===== config.mk =====
export PLATFORM = sky130hd
export DESIGN_NAME = controlador_display_mux
export DESIGN_NICKNAME = d
export VERILOG_FILES = /design/src/rtl/controlador_display_mux_pkg.sv /design/src/rtl/controlador_display_mux_decodificador.sv /design/src/rtl/controlador_display_mux.sv
export SDC_FILE = /design/constraint.sdc
export NUM_CORES = 1
export LEC_CHECK = 0
export ABC_CLOCK_PERIOD_IN_PS = 5550
export CORE_ASPECT_RATIO = 1.1
export CORE_MARGIN = 2
export CORE_UTILIZATION = 59
export CTS_CLUSTER_DIAMETER = 80
export DETAILED_ROUTE_END_ITERATION = 12
export PLACE_DENSITY = 0.84
export RECOVER_POWER = 25
export SYNTH_ARGS = -nofsm -noshare
export SYNTH_HDL_FRONTEND = slang
export SYNTH_SLANG_ARGS = --single-unit

===== constraint.sdc =====
create_clock -name iClk -period 5.55 [get_ports iClk]
set_input_delay 0.8325 -clock iClk [delete_from_list [all_inputs] [get_ports iClk]]
set_output_delay 0.8325 -clock iClk [all_outputs]
set_load 0.01 [all_outputs]

===== src/rtl/controlador_display_mux_pkg.sv =====
// Shared definitions for the multiplexed 7-segment display driver:
// active-low segment patterns {g,f,e,d,c,b,a} and the per-digit slot state encoding.
package controlador_display_mux_pkg;

    localparam logic [6:0] SEG_0     = 7'h40;
    localparam logic [6:0] SEG_1     = 7'h79;
    localparam logic [6:0] SEG_2     = 7'h24;
    localparam logic [6:0] SEG_3     = 7'h30;
    localparam logic [6:0] SEG_4     = 7'h19;
    localparam logic [6:0] SEG_5     = 7'h12;
    localparam logic [6:0] SEG_6     = 7'h02;
    localparam logic [6:0] SEG_7     = 7'h78;
    localparam logic [6:0] SEG_8     = 7'h00;
    localparam logic [6:0] SEG_9     = 7'h10;
    localparam logic [6:0] SEG_BLANK = 7'h7F;

    typedef enum logic {
        GUARDA  = 1'b0,
        MUESTRA = 1'b1
    } slot_e;

endpackage


===== src/rtl/controlador_display_mux_decodificador.sv =====
// Combinational BCD to active-low 7-segment decoder; non-BCD nibbles render blank.
module decodificador_bcd_7seg
    import controlador_display_mux_pkg::*;
(
    input  logic [3:0] iBcd,
    output logic [6:0] oSeg
);

    // nibble to segment pattern lookup
    always_comb begin
        oSeg = SEG_BLANK;
        case (iBcd)
            4'd0:    oSeg = SEG_0;
            4'd1:    oSeg = SEG_1;
            4'd2:    oSeg = SEG_2;
            4'd3:    oSeg = SEG_3;
            4'd4:    oSeg = SEG_4;
            4'd5:    oSeg = SEG_5;
            4'd6:    oSeg = SEG_6;
            4'd7:    oSeg = SEG_7;
            4'd8:    oSeg = SEG_8;
            4'd9:    oSeg = SEG_9;
            default: oSeg = SEG_BLANK;
        endcase
    end

endmodule


===== src/rtl/controlador_display_mux.sv =====
// Time-multiplexed N-digit common-anode 7-segment driver with a frame-synchronous
// load handshake, ghosting guard at the start of each digit slot and leading-zero blanking.
module controlador_display_mux
    import controlador_display_mux_pkg::*;
#(
    parameter int N_DIGITS     = 4,
    parameter int REFRESH_DIV  = 50000,
    parameter int BLANK_CYCLES = 2
) (
    input  logic                  iClk,
    input  logic                  iReset,
    input  logic                  iLoad,
    input  logic [4*N_DIGITS-1:0] iDato,
    input  logic                  iBlankZeros,
    output logic                  oBusy,
    output logic [6:0]            oSeg,
    output logic [N_DIGITS-1:0]   oAnodo,
    output logic                  oFrame
);

    localparam int PW = (REFRESH_DIV > 1) ? $clog2(REFRESH_DIV) : 1;
    localparam int IW = (N_DIGITS > 1) ? $clog2(N_DIGITS) : 1;
    localparam int DW = 4 * N_DIGITS;
    localparam logic [PW-1:0] PRESC_LAST = PW'(REFRESH_DIV - 1);
    localparam logic [IW-1:0] IDX_LAST   = IW'(N_DIGITS - 1);
    localparam logic [PW-1:0] BLANK_END  = PW'(BLANK_CYCLES);
    localparam slot_e         SLOT_RST   = (BLANK_CYCLES > 0) ? GUARDA : MUESTRA;

    logic [PW-1:0]       presc_q, presc_d;
    logic [IW-1:0]       idx_q, idx_d;
    slot_e               slot_q, slot_d;
    logic [DW-1:0]       pend_q, pend_d;
    logic [DW-1:0]       disp_q, disp_d;
    logic                busy_q, busy_d;
    logic [6:0]          seg_q, seg_d;
    logic [N_DIGITS-1:0] anodo_q, anodo_d;
    logic                frame_q, frame_d;
    logic                frame_end_s;
    logic [3:0]          nibble_s;
    logic [6:0]          dec_seg_s;
    logic                lz_blank_s;

    // prescaler and digit index; frame end is the last cycle of the last digit
    always_comb begin
        presc_d     = presc_q + PW'(1);
        idx_d       = idx_q;
        frame_end_s = 1'b0;
        if (presc_q == PRESC_LAST) begin
            presc_d = '0;
            if (idx_q == IDX_LAST) begin
                idx_d       = '0;
                frame_end_s = 1'b1;
            end else begin
                idx_d = idx_q + IW'(1);
            end
        end else begin
            presc_d = presc_q + PW'(1);
        end
    end

    // slot FSM next state, tracking where the next prescaler value falls
    always_comb begin
        slot_d = slot_q;
        case (slot_q)
            GUARDA: begin
                if (presc_d >= BLANK_END) slot_d = MUESTRA;
                else                      slot_d = GUARDA;
            end
            MUESTRA: begin
                if (presc_d < BLANK_END) slot_d = GUARDA;
                else                     slot_d = MUESTRA;
            end
            default: slot_d = SLOT_RST;
        endcase
    end

    // load handshake: a load landing on the frame-end cycle bypasses the pending stage
    always_comb begin
        pend_d = pend_q;
        disp_d = disp_q;
        busy_d = busy_q;
        if (frame_end_s) begin
            if (iLoad) begin
                pend_d = iDato;
                disp_d = iDato;
                busy_d = 1'b0;
            end else if (busy_q) begin
                disp_d = pend_q;
                busy_d = 1'b0;
            end else begin
                busy_d = 1'b0;
            end
        end else if (iLoad) begin
            pend_d = iDato;
            busy_d = 1'b1;
        end else begin
            busy_d = busy_q;
        end
    end

    assign nibble_s   = disp_q[{idx_q, 2'b00} +: 4];
    assign lz_blank_s = iBlankZeros && (idx_q != '0) && ((disp_q >> {idx_q, 2'b00}) == '0);

    decodificador_bcd_7seg u_dec (
        .iBcd (nibble_s),
        .oSeg (dec_seg_s)
    );

    // output pattern for the current counter state, registered one cycle later
    always_comb begin
        seg_d   = SEG_BLANK;
        anodo_d = '1;
        frame_d = (presc_q == '0) && (idx_q == '0);
        case (slot_q)
            MUESTRA: begin
                anodo_d[idx_q] = 1'b0;
                if (lz_blank_s) seg_d = SEG_BLANK;
                else            seg_d = dec_seg_s;
            end
            GUARDA: begin
                seg_d   = SEG_BLANK;
                anodo_d = '1;
            end
            default: begin
                seg_d   = SEG_BLANK;
                anodo_d = '1;
            end
        endcase
    end

    // state and output registers
    always_ff @(posedge iClk or posedge iReset) begin
        if (iReset) begin
            presc_q <= '0;
            idx_q   <= '0;
            slot_q  <= SLOT_RST;
            pend_q  <= '0;
            disp_q  <= '0;
            busy_q  <= 1'b0;
            seg_q   <= SEG_BLANK;
            anodo_q <= '1;
            frame_q <= 1'b0;
        end else begin
            presc_q <= presc_d;
            idx_q   <= idx_d;
            slot_q  <= slot_d;
            pend_q  <= pend_d;
            disp_q  <= disp_d;
            busy_q  <= busy_d;
            seg_q   <= seg_d;
            anodo_q <= anodo_d;
            frame_q <= frame_d;
        end
    end

    assign oBusy  = busy_q;
    assign oSeg   = seg_q;
    assign oAnodo = anodo_q;
    assign oFrame = frame_q;

endmodule

==> qor.csv <==
stage,metric,value,unit
worst_setup_path,Max stage delay on crit path,0.78,ns
logic_synthesis,Mapped Nets,296,
sta,Final Cycle Share,59.5,%
logic_synthesis,count of state elements after synthesis,64,
clock_tree,worst-skew pair later-pin latency,0.34,ns
clock_tree,TritonCTS Buffers,9,
logic_synthesis,ys async rst share,100,%
routing,post-route ant nets,0,
floorplanning,IO Pins,33,
logic_synthesis,synthesized area per cell,11.8,um^2
worst_setup_path,CP Capture Type,flop,
place,PortBufs,32,
sta,Worst Tran Pin Value,0.918,ns
clock_tree,CTS tree,done,
global_routing,GR Overflow Total,0,
run_status,status,completed,
pwr,VDD IR max,0.000148,V
global_routing,number of global-route vias before repair,2082,
global_routing,largest net degree at the start of global routing,65,
sta,"Hold Vio Cnt, Final",0,
layout,share of layout cells above drive strength 1,18.9,%
floorplanning,die area,0.00588,mm^2
sta,max frequency,303,MHz
clock_tree,clock buffer depth,2,
routing,Via density,5.89,
worst_setup_path,worst endpoint data arrival time,3.53,ns
pwr,Pleak,0.00163,uW
logic_synthesis,synthesis warning total,0,
worst_setup_path,CP Data Required Time,5.78,ns
worst_setup_path,Worst Setup Start Kind,input pin,
sta,hold_ws,0.483,ns
pwr,PD cells,252,mW/mm^2
place,routability cong.,0.827,
layout,nets,327,
layout,ANT cells,0,
clock_tree,CTS HTree Levels,3,
logic_synthesis,Synth Instances,265,
worst_hold_path,worst hold path type,flop to flop,
floorplanning,Die H,80.2,um
sta,max-slew violation count,0,
place,post-DP HPWL,4300,um
sta,Final min period,3.30,ns
logic_synthesis,sequential element share of the synthesized area,51.9,%
sta,Setup Total Neg Slack,0,ns
clock_tree,post-CTS setup buffers,0,
routing,DRT Pass-1 Iters,4,
logic_synthesis,distinct cell type count after synthesis,44,
clock_tree,hold_buf cts,0,
worst_setup_path,CP Cell Sequence,dlygate4sd3_1 > clkbuf_1 > nor2_1 > nand4b_1 > mux2_2,
layout,fillers,348,
worst_setup_path,Critical Path Fanout Max,17,
logic_synthesis,Post-Syn Area,0.00311,mm^2
floorplanning,Die Width,73.3,um
clock_tree,CTS sink count,64,
worst_setup_path,Worst path slowest cell,nand4b_1,
global_routing,initial antenna violation count,0,
run,max_cap viols,0,
sta,Slew headroom,38.8,%
global_routing,aggregate global-route resource usage,22.9,%
routing,drt drc,0,
floorplanning,Rows,27,
routing,DRT iter0 DRCs,117,
clock_tree,post-CTS sizing,0,
layout,area delta synth->final,17.3,%
pwr,Total Power,922,uW
logic_synthesis,ys flop type,dfrtp_1,
floorplanning,CORE AREA,0.00503,mm^2
sta,Final setup viols,0,
floorplanning,initial core utilization,61.9,%
clock_tree,CTS root buf,clkbuf_8,
routing,Routed WL per cell,17.1,um
sta,skew final,0.00597,ns
worst_setup_path,worst setup path class,input pin to flop,
logic_synthesis,Post-synth EDFFs,0,
sta,RSZ-0062 raised after global routing,false,
layout,sequential cell area,0.00162,mm^2
clock_tree,Worst-path clk slew,0.07,ns
layout,multi-input logic area,0.00139,mm^2
global_routing,first-pass GRT wire length,10000,um
routing,via count,2113,
routing,drt total wl,6140,um
==> power breakdown <==
part           switching [uW]  internal, uW
Clock                     184           219
Combinational            18.9          20.3
Sequential               2.55           478
==> routing by layer <==
layer / vias to the layer above / global-route usage (%) / wire length [um]
met5: - / 0 / 0
met4: 0 / 12.4 / 174
met3: 17 / 4.89 / 216
met2: 53 / 37.7 / 3110
met1: 1049 / 27.9 / 2640
li1: 994 / - / -
==> through the flow <==
stage,worst slack [ns],cell area (um^2),instances,utilization [%]
4_1_cts,2.82,3660,359,72.7
2_1_floorplan,3.14,3110,265,-
6_report,2.25,3650,359,72.6
3_5_place_dp,2.53,3460,343,68.7
5_1_grt,2.02,3650,359,72.6
3_3_place_gp,2.59,3460,343,68.7
==> worst paths after layout <==
path	slack, ns	from	end	depth (start not counted)
min in group asynchronous	1.16	iReset	disp_q[2]	3
setup reg to reg	2.83	presc_q[0]	disp_q[11]	5
hold reg to reg	0.48	pend_q[14]	pend_q[14]	1
max in group asynchronous	3.91	iReset	presc_q[14]	3
hold / removal	0.48	pend_q[14]	pend_q[14]	1
setup / recovery	2.25	iLoad	disp_q[11]	5
==> registers in the layout (all words and copies together) (netlist names) <==
register,count
disp_q,16
pend_q,16
presc_q,16
oSeg,7
oAnodo,4
idx_q,2
oBusy,1
oFrame,1
slot_q,1
==> kinds of logic after synthesis <==
logic type,synth area share (%)
AOI/OAI and AO/OA,6.55
xor gates and xnor gates,5.06
adders and majority gates,4.42
buffers and inverters,3.46
DFF,51.9
muxes,15.1
and+or+nand+nor,13.5
==> cell usage after synthesis, types with 2 or more instances <==
cell type / number / area share (%)
a31oi_1: 3 / 0.60
a211oi_1: 2 / 0.48
buf_2: 5 / 0.80
a41oi_1: 2 / 0.56
and3_1: 4 / 0.80
mux2_2: 34 / 12
dfrtp_1: 53 / 43
ha_1: 11 / 4.4
inv_1: 10 / 1.2
and4_1: 2 / 0.56
a311oi_1: 2 / 0.56
dfstp_2: 11 / 9.3
nand2_1: 21 / 2.5
buf_4: 2 / 0.48
mux4_2: 3 / 2.2
nor4_1: 7 / 1.4
nor3_1: 3 / 0.48
clkbuf_1: 7 / 0.84
mux2i_1: 2 / 0.64
a21o_1: 2 / 0.48
nor2_1: 19 / 2.3
nor2b_1: 2 / 0.40
xor2_1: 9 / 2.5
xnor2_1: 9 / 2.5
o21ai_0: 11 / 1.8
nand3_1: 8 / 1.3
nand4_1: 4 / 0.80
==> layout make-up <==
cell class                      count  share of cell area [%]
Clock buffer                       11                    3.87
Timing Repair Buffer               35                    9.28
Sequential cell                    64                    44.2
Multi-Input combinational cell    176                    38.1
Clock inverter                      5                    1.54
Inverter                           10                    1.03
Tap cell                           58                    1.99
==> critical path, delay by kind of cell <==
kind	cells	cell delay, ns
buffers and inverters	2	1.21
multiplexers	1	0.55
AND/OR/NAND/NOR	2	0.93
==> cell usage in the layout (no fill, tap or decap), drive strengths merged, types with 4 or more instances in the layout <==
cell           netlist  layout
dfrtp               53      53
mux2                34      34
clkdlybuf4s50        0      30
nand2               21      21
nor2                19      19
clkbuf               7      12
o21ai               11      11
ha                  11      11
dfstp               11      11
inv                 10       9
xor2                 9       9
xnor2                9       9
nand3                9       9
nor4                 8       8
nand4                4       4
and3                 4       4
clkinv               0       4
Power figures use the tool's default switching activity.
